==> config.mk <==
export PLATFORM = sky130hd
export DESIGN_NAME = gpioemu_bus_master
export DESIGN_NICKNAME = d
export VERILOG_FILES = /design/src/rtl/gpioemu_pkg.sv /design/src/rtl/gpioemu_bus_master_sbus_xfer.sv /design/src/rtl/gpioemu_bus_master.sv
export SDC_FILE = /design/constraint.sdc
export NUM_CORES = 1
export LEC_CHECK = 0
export ABC_AREA = 0
export CORE_ASPECT_RATIO = 0.8
export CORE_MARGIN = 8
export CORE_UTILIZATION = 49
export DETAILED_ROUTE_END_ITERATION = 8
export HOLD_SLACK_MARGIN = 0.12
export PLACE_DENSITY = 0.82
export SYNTH_ARGS = -nofsm -noshare
export SYNTH_HDL_FRONTEND = slang
export SYNTH_HIERARCHICAL = 1
export SYNTH_SLANG_ARGS = --single-unit
==> constraint.sdc <==
create_clock -name clk -period 2.2 [get_ports clk]
set_input_delay 0.44 -clock clk [delete_from_list [all_inputs] [get_ports clk]]
set_output_delay 0.44 -clock clk [all_outputs]
set_load 0.01 [all_outputs]
==> src/rtl/gpioemu_pkg.sv <==
// Shared constants and types for the GPIO-emulator bus master.
package gpioemu_pkg;

  // Peripheral register map.
  localparam logic [15:0] ADDR_A1   = 16'h037F;
  localparam logic [15:0] ADDR_A2   = 16'h0388;
  localparam logic [15:0] ADDR_CTRL = 16'h03A0;
  localparam logic [15:0] ADDR_W    = 16'h0390;
  localparam logic [15:0] ADDR_L    = 16'h0398;

  // Status register bit positions.
  localparam int STAT_DONE  = 1;
  localparam int STAT_VALID = 0;

  // Sequencer states; explicit codes keep the encoding stable for legacy probes.
  typedef enum logic [3:0] {
    ST_IDLE    = 4'd0,
    ST_WR_A1   = 4'd1,
    ST_WR_A2   = 4'd2,
    ST_WR_CTRL = 4'd3,
    ST_POLL    = 4'd4,
    ST_GAP     = 4'd5,
    ST_RD_W    = 4'd6,
    ST_RD_L    = 4'd7,
    ST_RESP    = 4'd8
  } state_t;

  // Phases of a single slave access.
  typedef enum logic [1:0] {
    PH_IDLE   = 2'd0,
    PH_SETUP  = 2'd1,
    PH_STROBE = 2'd2,
    PH_HOLD   = 2'd3
  } xfer_phase_t;

endpackage

==> src/rtl/gpioemu_bus_master_sbus_xfer.sv <==
// One SETUP / STROBE / HOLD access on the slave register bus.
// A start presented while idle or during HOLD begins SETUP on the next cycle,
// so back-to-back accesses run with no dead cycle between them.
module sbus_xfer
  import gpioemu_pkg::*;
#(
  parameter int STROBE_CYCLES = 2
) (
  input  logic        clk,
  input  logic        n_reset,
  input  logic        start,
  input  logic        we,
  input  logic [15:0] addr,
  input  logic [31:0] wdata,
  output logic        done,
  output logic [31:0] rdata,
  output logic [15:0] saddress,
  output logic        swr,
  output logic        srd,
  output logic [31:0] sdata_wr,
  input  logic [31:0] sdata_rd
);

  localparam int CNT_W = (STROBE_CYCLES > 1) ? $clog2(STROBE_CYCLES) : 1;

  xfer_phase_t      phase;
  logic [CNT_W-1:0] strobe_cnt;
  logic             we_q;

  // done marks the HOLD cycle; read data is taken at the edge that ends it.
  assign done  = (phase == PH_HOLD);
  assign rdata = sdata_rd;

  // Phase sequencer with registered bus outputs; reset drops strobes at once.
  always_ff @(posedge clk or negedge n_reset) begin
    if (!n_reset) begin
      phase      <= PH_IDLE;
      strobe_cnt <= '0;
      we_q       <= 1'b0;
      saddress   <= '0;
      swr        <= 1'b0;
      srd        <= 1'b0;
      sdata_wr   <= '0;
    end else begin
      // NOTE: state registers use non-blocking assignments so every flop samples pre-edge values.
      case (phase)
        PH_SETUP: begin
          phase      <= PH_STROBE;
          strobe_cnt <= CNT_W'(STROBE_CYCLES - 1);
          swr        <= we_q;
          srd        <= ~we_q;
        end
        PH_STROBE: begin
          if (strobe_cnt == '0) begin
            phase <= PH_HOLD;
            swr   <= 1'b0;
            srd   <= 1'b0;
          end else begin
            strobe_cnt <= strobe_cnt - 1'b1;
          end
        end
        default: begin
          if (start) begin
            phase    <= PH_SETUP;
            we_q     <= we;
            saddress <= addr;
            sdata_wr <= we ? wdata : '0;
          end else begin
            phase    <= PH_IDLE;
            saddress <= '0;
            sdata_wr <= '0;
          end
        end
      endcase
    end
  end

endmodule

==> src/rtl/gpioemu_bus_master.sv <==
// Command/response front end that sequences a multiply on the GPIO-emulator
// peripheral: write A1, A2, start, poll status, read W and L, return result.
module gpioemu_bus_master
  import gpioemu_pkg::*;
#(
  parameter int STROBE_CYCLES = 2,
  parameter int POLL_GAP      = 4,
  parameter int POLL_MAX      = 1024
) (
  input  logic        clk,
  input  logic        n_reset,
  input  logic        cmd_valid,
  output logic        cmd_ready,
  input  logic [23:0] cmd_a1,
  input  logic [23:0] cmd_a2,
  output logic        rsp_valid,
  input  logic        rsp_ready,
  output logic [31:0] rsp_w,
  output logic [5:0]  rsp_ones,
  output logic        rsp_overflow,
  output logic        rsp_timeout,
  output logic        busy,
  output logic [15:0] saddress,
  output logic        swr,
  output logic        srd,
  output logic [31:0] sdata_wr,
  input  logic [31:0] sdata_rd
);

  localparam int POLL_CNT_W = $clog2(POLL_MAX + 1);
  localparam int GAP_W      = (POLL_GAP > 1) ? $clog2(POLL_GAP) : 1;
  localparam logic [POLL_CNT_W-1:0] POLL_LAST = POLL_CNT_W'(POLL_MAX - 1);

  state_t                state, state_d;
  logic [23:0]           a2_q;
  logic [POLL_CNT_W-1:0] poll_cnt;
  logic [GAP_W-1:0]      gap_cnt;

  logic        x_start, x_we, x_done;
  logic [15:0] x_addr;
  logic [31:0] x_wdata, x_rdata;

  assign cmd_ready = (state == ST_IDLE);
  assign busy      = (state != ST_IDLE);
  assign rsp_valid = (state == ST_RESP);

  sbus_xfer #(.STROBE_CYCLES(STROBE_CYCLES)) u_xfer (
    .clk      (clk),
    .n_reset  (n_reset),
    .start    (x_start),
    .we       (x_we),
    .addr     (x_addr),
    .wdata    (x_wdata),
    .done     (x_done),
    .rdata    (x_rdata),
    .saddress (saddress),
    .swr      (swr),
    .srd      (srd),
    .sdata_wr (sdata_wr),
    .sdata_rd (sdata_rd)
  );

  // Next state and the next access request, issued as the current one ends.
  always_comb begin
    // NOTE: every signal written here gets a default first, so no path infers a latch.
    state_d = state;
    x_start = 1'b0;
    x_we    = 1'b0;
    x_addr  = '0;
    x_wdata = '0;
    case (state)
      ST_IDLE: if (cmd_valid) begin
        // A1 goes straight into the access register; only A2 needs holding.
        x_start = 1'b1; x_we = 1'b1; x_addr = ADDR_A1; x_wdata = {8'd0, cmd_a1};
        state_d = ST_WR_A1;
      end
      ST_WR_A1: if (x_done) begin
        x_start = 1'b1; x_we = 1'b1; x_addr = ADDR_A2; x_wdata = {8'd0, a2_q};
        state_d = ST_WR_A2;
      end
      ST_WR_A2: if (x_done) begin
        x_start = 1'b1; x_we = 1'b1; x_addr = ADDR_CTRL;
        state_d = ST_WR_CTRL;
      end
      ST_WR_CTRL: if (x_done) begin
        x_start = 1'b1; x_addr = ADDR_CTRL;
        state_d = ST_POLL;
      end
      ST_POLL: if (x_done) begin
        if (x_rdata[STAT_DONE]) begin
          x_start = 1'b1; x_addr = ADDR_W;
          state_d = ST_RD_W;
        end else if (poll_cnt == POLL_LAST) begin
          state_d = ST_RESP;
        end else if (POLL_GAP == 0) begin
          x_start = 1'b1; x_addr = ADDR_CTRL;
        end else begin
          state_d = ST_GAP;
        end
      end
      ST_GAP: if (gap_cnt == '0) begin
        x_start = 1'b1; x_addr = ADDR_CTRL;
        state_d = ST_POLL;
      end
      ST_RD_W: if (x_done) begin
        x_start = 1'b1; x_addr = ADDR_L;
        state_d = ST_RD_L;
      end
      ST_RD_L: if (x_done) state_d = ST_RESP;
      ST_RESP: if (rsp_ready) state_d = ST_IDLE;
      default: state_d = ST_IDLE;
    endcase
  end

  // State, operand, counter and response registers.
  always_ff @(posedge clk or negedge n_reset) begin
    if (!n_reset) begin
      state        <= ST_IDLE;
      a2_q         <= '0;
      poll_cnt     <= '0;
      gap_cnt      <= '0;
      rsp_w        <= '0;
      rsp_ones     <= '0;
      rsp_overflow <= 1'b0;
      rsp_timeout  <= 1'b0;
    end else begin
      state <= state_d;
      case (state)
        ST_IDLE: if (cmd_valid) begin
          a2_q         <= cmd_a2;
          poll_cnt     <= '0;
          rsp_w        <= '0;
          rsp_ones     <= '0;
          rsp_overflow <= 1'b0;
          rsp_timeout  <= 1'b0;
        end
        ST_POLL: if (x_done) begin
          if (x_rdata[STAT_DONE]) begin
            rsp_overflow <= ~x_rdata[STAT_VALID];
          end else begin
            poll_cnt <= poll_cnt + 1'b1;
            gap_cnt  <= GAP_W'(POLL_GAP - 1);
            if (poll_cnt == POLL_LAST) begin
              rsp_timeout  <= 1'b1;
              rsp_w        <= '0;
              rsp_ones     <= '0;
              rsp_overflow <= 1'b0;
            end
          end
        end
        ST_GAP:  if (gap_cnt != '0) gap_cnt <= gap_cnt - 1'b1;
        ST_RD_W: if (x_done) rsp_w <= x_rdata;
        ST_RD_L: if (x_done) rsp_ones <= x_rdata[5:0];
        default: ;
      endcase
    end
  end

endmodule

[Word level (Yosys, flattened, before mapping)]
Cells that the tools add are included.
Storage, ports and cells
  register bits after elaboration: 135
  input port bits: 84
  logic and storage cells: 140
Operators by class
  add/subtract/negate cells: 3
  equal/unequal tests: 26
  multiplexer cells: 70
  bitwise operators: 3
  reduce and logical (&&, ||, !) cells: 23
Operator list (count)
  32-bit two-way mux: 6
  32-bit one-hot mux with 3 select lines: 1
  10-bit two-way mux: 8
  24-bit two-way mux: 3
  10-bit one-hot mux with 6 select lines: 1
  24-bit one-hot mux with 2 select lines: 1
  4-bit two-way mux: 11
  4-bit one-hot mux with 9 select lines: 1
  11-bit two-way mux: 3
  6-bit two-way mux: 5
  11-bit one-hot mux with 2 select lines: 1
  6-bit one-hot mux with 3 select lines: 1
  4-bit by 3-bit == test with 1-bit output, second input constant: 4
  1-bit two-way mux: 15
  2-bit by 1-bit inequality test with 1-bit output, second input constant: 7
  2-bit inequality test, second input constant: 6
  1-bit one-hot mux with 2 select lines: 6
  4-bit AND reduction: 3
  6-bit AND reduction: 2
  11-bit by 1-bit adder with 11-bit output, second input constant: 1
  11-bit by 10-bit == test with 1-bit output, second input constant: 1
  9-bit AND reduction: 1
  4-bit by 2-bit == test with 1-bit output, second input constant: 2
  2-bit two-way mux: 4
  19 further kinds: 31

[Depth between registers and ports, before layout]
Gate-level depths: netlist of run 1.
  depth after elaboration: 5
  mapped depth: 10

[Modules after synthesis]
The synthesis of run 1 kept the hierarchy.
Modules (own cells, without submodules)
  gpioemu_bus_master: times used 1, cells each 394, area an instance 3897.5 sq um
  sbus_xfer: times used 1, cells each 207, area an instance 2399.8 sq um

[Worst setup path after synthesis of run 1]
Ideal clock, no wire load.
  path type: reg-to-reg
  start point: reg state[2]
  end point: reg u_xfer.we_q
  library setup time: 0.125 ns
  arrival time: 2.215 ns
  required time: 2.075 ns
  path slack: -0.140 ns
  stages on the path, launching flop included: 9
  path buffers: 3
  period minus slack after synthesis: 2.340 ns
  cells stage by stage: dfrtp_1 buf_2 nor4_1 nand2_1 clkbuf_1 nand2b_1 and2_4 buf_6 mux2_4
Between the ends
  elaborated cells between the ends (all ways): 12
  classes of those cells: eq/ne (6); mux (2); reduce/logical (4)
RTL lines
  start: declaration: RTL line gpioemu_bus_master.sv:34  | state_t state, state_d;
  start signal: assignment: RTL line gpioemu_bus_master.sv:127  | state <= state_d;
  4-bit logical NOT
  named net cmd_ready: RTL line gpioemu_bus_master.sv:13  | output logic cmd_ready,
  1-bit one-hot mux with 4 select lines: RTL line gpioemu_bus_master.sv:71  | case (state)
  named net x_start: RTL line gpioemu_bus_master.sv:39  | logic x_start, x_we, x_done;
  2-bit AND reduction (no source line)
  end signal: assignment: RTL line gpioemu_bus_master_sbus_xfer.sv:65  | we_q <= we;
  end: declaration: RTL line gpioemu_bus_master_sbus_xfer.sv:28  | logic we_q;
The timed path passes the listed nets, and every way through them passes these cells.
A chain may end at the register's enable or synchronous reset.

[Final worst setup path of run 1]
  start point: reg state[2]
  end point: out cmd_ready
Between the ends
  cells in the longest elaborated chain, start to end: 1
Ends and longest elaborated chain
  4-bit logical NOT: RTL line gpioemu_bus_master.sv:43  | assign cmd_ready = (state == ST_IDLE);
  end: declaration: RTL line gpioemu_bus_master.sv:13
No other way between the ends.

==> impl_metrics.toml, run 1 <==
[critical_path]
worstPathRequired_ns = 1.76
start_kind = "flop"
end_kind = "primary output"
crit_fanout = 3
crit_arrival_ns = 1.71
ff2ff_path_depth = 5
critPathKind = "reg -> out"

[yosys]
muxShareOfSynthArea_pct = 1.05
synth-simple-area-share_pct = 14.4
avgSynthCellArea_sq_um = 10.5
syn_inst = 601
synth_most_common_cell = "dfrtp_1"
synth_xor_area_share_pct = 0.139
yosys.cell_types.count = 54
synth_top_family_by_area = "compound AO/OA/AOI/OAI gates"
synth_edf_count = 0
synthAdderAreaFrac_pct = 1.19
synth_seq_area_share_pct = 53.6
synth_warnings = 6
yosys-top-cells-area = "dfrtp_1, a22o_1, nand2_1"
synth-seq-cells = 135
mappedNetlistArea_sq_um = 6300
synth_top_area_share_pct = 53.6
async_reset_ff_share_pct = 100
ys.flop_type = "dfrtp_1"
yosysTopAreaCell = "dfrtp_1"
synth_compound_area_share_pct = 20.9
synthTopCellsByCount = "dfrtp_1, nand2_1, a22o_1"

[placement]
dpl_cell_area_sq_um = 8180
hpwl_um = 12600
globalplace.congestion = 0.897
port_buffers = 176
place_ws_ns = -0.161

[run]
cap_viol_max_count = 0

[pwr]
comb_power_share_pct = 42.3
swShare_pct = 35.7
p_sw_mw = 4.08
p_int_mw = 7.33
pwr-share-clk_pct = 25.0
p_per_area_nw_per_um2 = 1280
p_leak_nw = 3.99
p_seq_share_pct = 32.7
ir_drop_mv = 0.747

[global_routing]
grt_first_pass_wirelength_um = 28600
grt_antenna_before_repair = 0
grt_pass1_vias = 5418
grt_max_degree = 60
grt_usage_pct = 21.7
overflow = 0

[finish]
syn_to_final_growth_pct = 41.2
diodes = 0
drive_gt1_share_pct = 12.2
fillers = 957
finalInstanceArea_sq_um = 8890
layout.nets = 867

[die]
die_area_sq_um = 16800
io_pins = 177
rows = 37
die-width_um = 143
start_util_pct = 49.6
die_h_um = 117
core-area_sq_um = 12700

[sta]
hold_violations = 0
report.final.setup_viol = 0
finalCritPeriodShare_pct = 97.7
finalClockSkew_ns = 0.00649
timing.final.ws_setup_ns = 0.0502
slew_violations = 0
clock.fmax_ghz = 0.465
rsz0062_at_grt = "true"
fin_crit_ns = 2.15

[clock_network]
numCtsBuffers = 17
clkSlewWorstSetupHoldPaths_ns = 0.05
cts-root-buf = "clkbuf_16"
cts_buffer_depth = 2
cts.sinks = 135
cts_tree = "yes"
clk_latency_ns = 0.42
h-tree-depth = 4

[routing]
wl_um = 18000
ant_nets = 0
drc = 0
wl_per_cell_um = 18.6
vias = 5315
dr.pass1.iters = 5
viasPerCell = 5.51
first_iter_violations = 327

[min_path]
min_path_type = "in -> async"

[run_status]
status = "finished, final reports clean"
-- sequential cells by signal (all words and copies together), names as in the netlist --
register,flops
rsp_w,32
u_xfer/sdata_wr,32
a2_q,24
u_xfer/saddress,16
poll_cnt,11
rsp_ones,6
state,4
gap_cnt,2
u_xfer/phase,2
rsp_overflow,1
rsp_timeout,1
u_xfer/srd,1
u_xfer/strobe_cnt,1
u_xfer/swr,1
u_xfer/we_q,1
-- power groups by stage --
stage	combinational [mW]	clock [mW]	sequential (mW)
floorplan	2.63	0	3.84
global placement	4.42	0	3.73
detailed placement	4.58	0	3.78
CTS	4.77	2.89	3.72
global route	5.22	3.01	3.82
finish	4.83	2.85	3.73
-- metrics by stage --
step / TNS, ns / hold WS [ns] / instances / power, mW / utilization [%]
global route: -0.0506 / 0.491 / 965 / 12.1 / 70.1
global placement: -0.944 / 0.344 / 924 / 8.14 / 64.5
floorplan: 0 / 0.144 / 614 / 6.47 / -
finish: 0 / 0.475 / 965 / 11.4 / 70.1
detailed placement: -4.62 / 0.345 / 924 / 8.36 / 64.5
CTS: 0 / 0.475 / 963 / 11.4 / 69.8
-- placed cells by master (no fill, tap or decap), types with 6 or more instances in the layout --
master / instances
a21oi_1: 22
a22o_1: 77
buf_4: 39
clkbuf_16: 17
clkdlybuf4s50_1: 172
conb_1: 14
dfrtp_1: 132
ha_1: 6
inv_1: 15
nand2_1: 124
nand2b_1: 8
nand3_1: 6
nor2_1: 13
o21ai_0: 14
o2bb2ai_1: 32
-- area by class of cell --
class                   instances  area [sq um]  area share, %
clock buffers                  26           509           5.73
clock inverters                 6          88.8          0.999
inverters                      16          60.1          0.676
multi-input cells             386          2460           27.7
flip-flops and latches        135          3380           38.0
well taps                     175           219           2.46
repair buffers                221          2170           24.4
-- kinds of logic (layout without fill, tap and decap cells) --
group	count (synthesis)	count (layout)
flops	135	135
compound gates	167	167
mux	6	6
buf+inv	93	269
fa+ha+maj	6	6
simple gates	192	192
other cells	1	14
xor+xnor	1	1
-- layer usage --
layer	share of wire (%)	GRT usage (%)	vias to the layer above	wire, um
li1	-	-	2450	-
met5	0	0	-	0
met4	2.8	8.55	0	509
met2	51	36.4	197	9090
met1	40	25.7	2631	7150
met3	6.8	5.88	37	1230
-- repair_timing --
action                                 in CTS  in global routing
setup endpoints to repair                   3                 12
endpoints found under the hold margin      31                  0
setup buffers                               6                  2
pin swaps                                   2                  1
cloned                                      0                  0
resized for setup                           7                  5
hold buffers                                1                  0
-- critical path: stages (launching register included) --
cell,delay [ns]
dfrtp_1,0.46
nor4_4,0.38
buf_4,0.19
dlygate4sd2_1,0.27
-- path summary, 6_finish.rpt --
kind	slack, ns	to	startpoint
hold reg to reg	0.48	a2_q[19]	a2_q[19]
setup / recovery	0.05	cmd_ready	state[2]
min in group clk	0.48	a2_q[19]	a2_q[19]
hold / removal	0.48	u_xfer/sdata_wr[3]	n_reset
max in group asynchronous	1.08	state[0]	n_reset
setup reg to reg	0.06	state[0]	state[2]
(Power assumes the default switching activity.)
==> inputs of run 2 (changes only) <==
- CTS_CLUSTER_SIZE: default -> 40
==> results of run 2 <==
Final layout, timing and power as in run 1 (identical DEF).
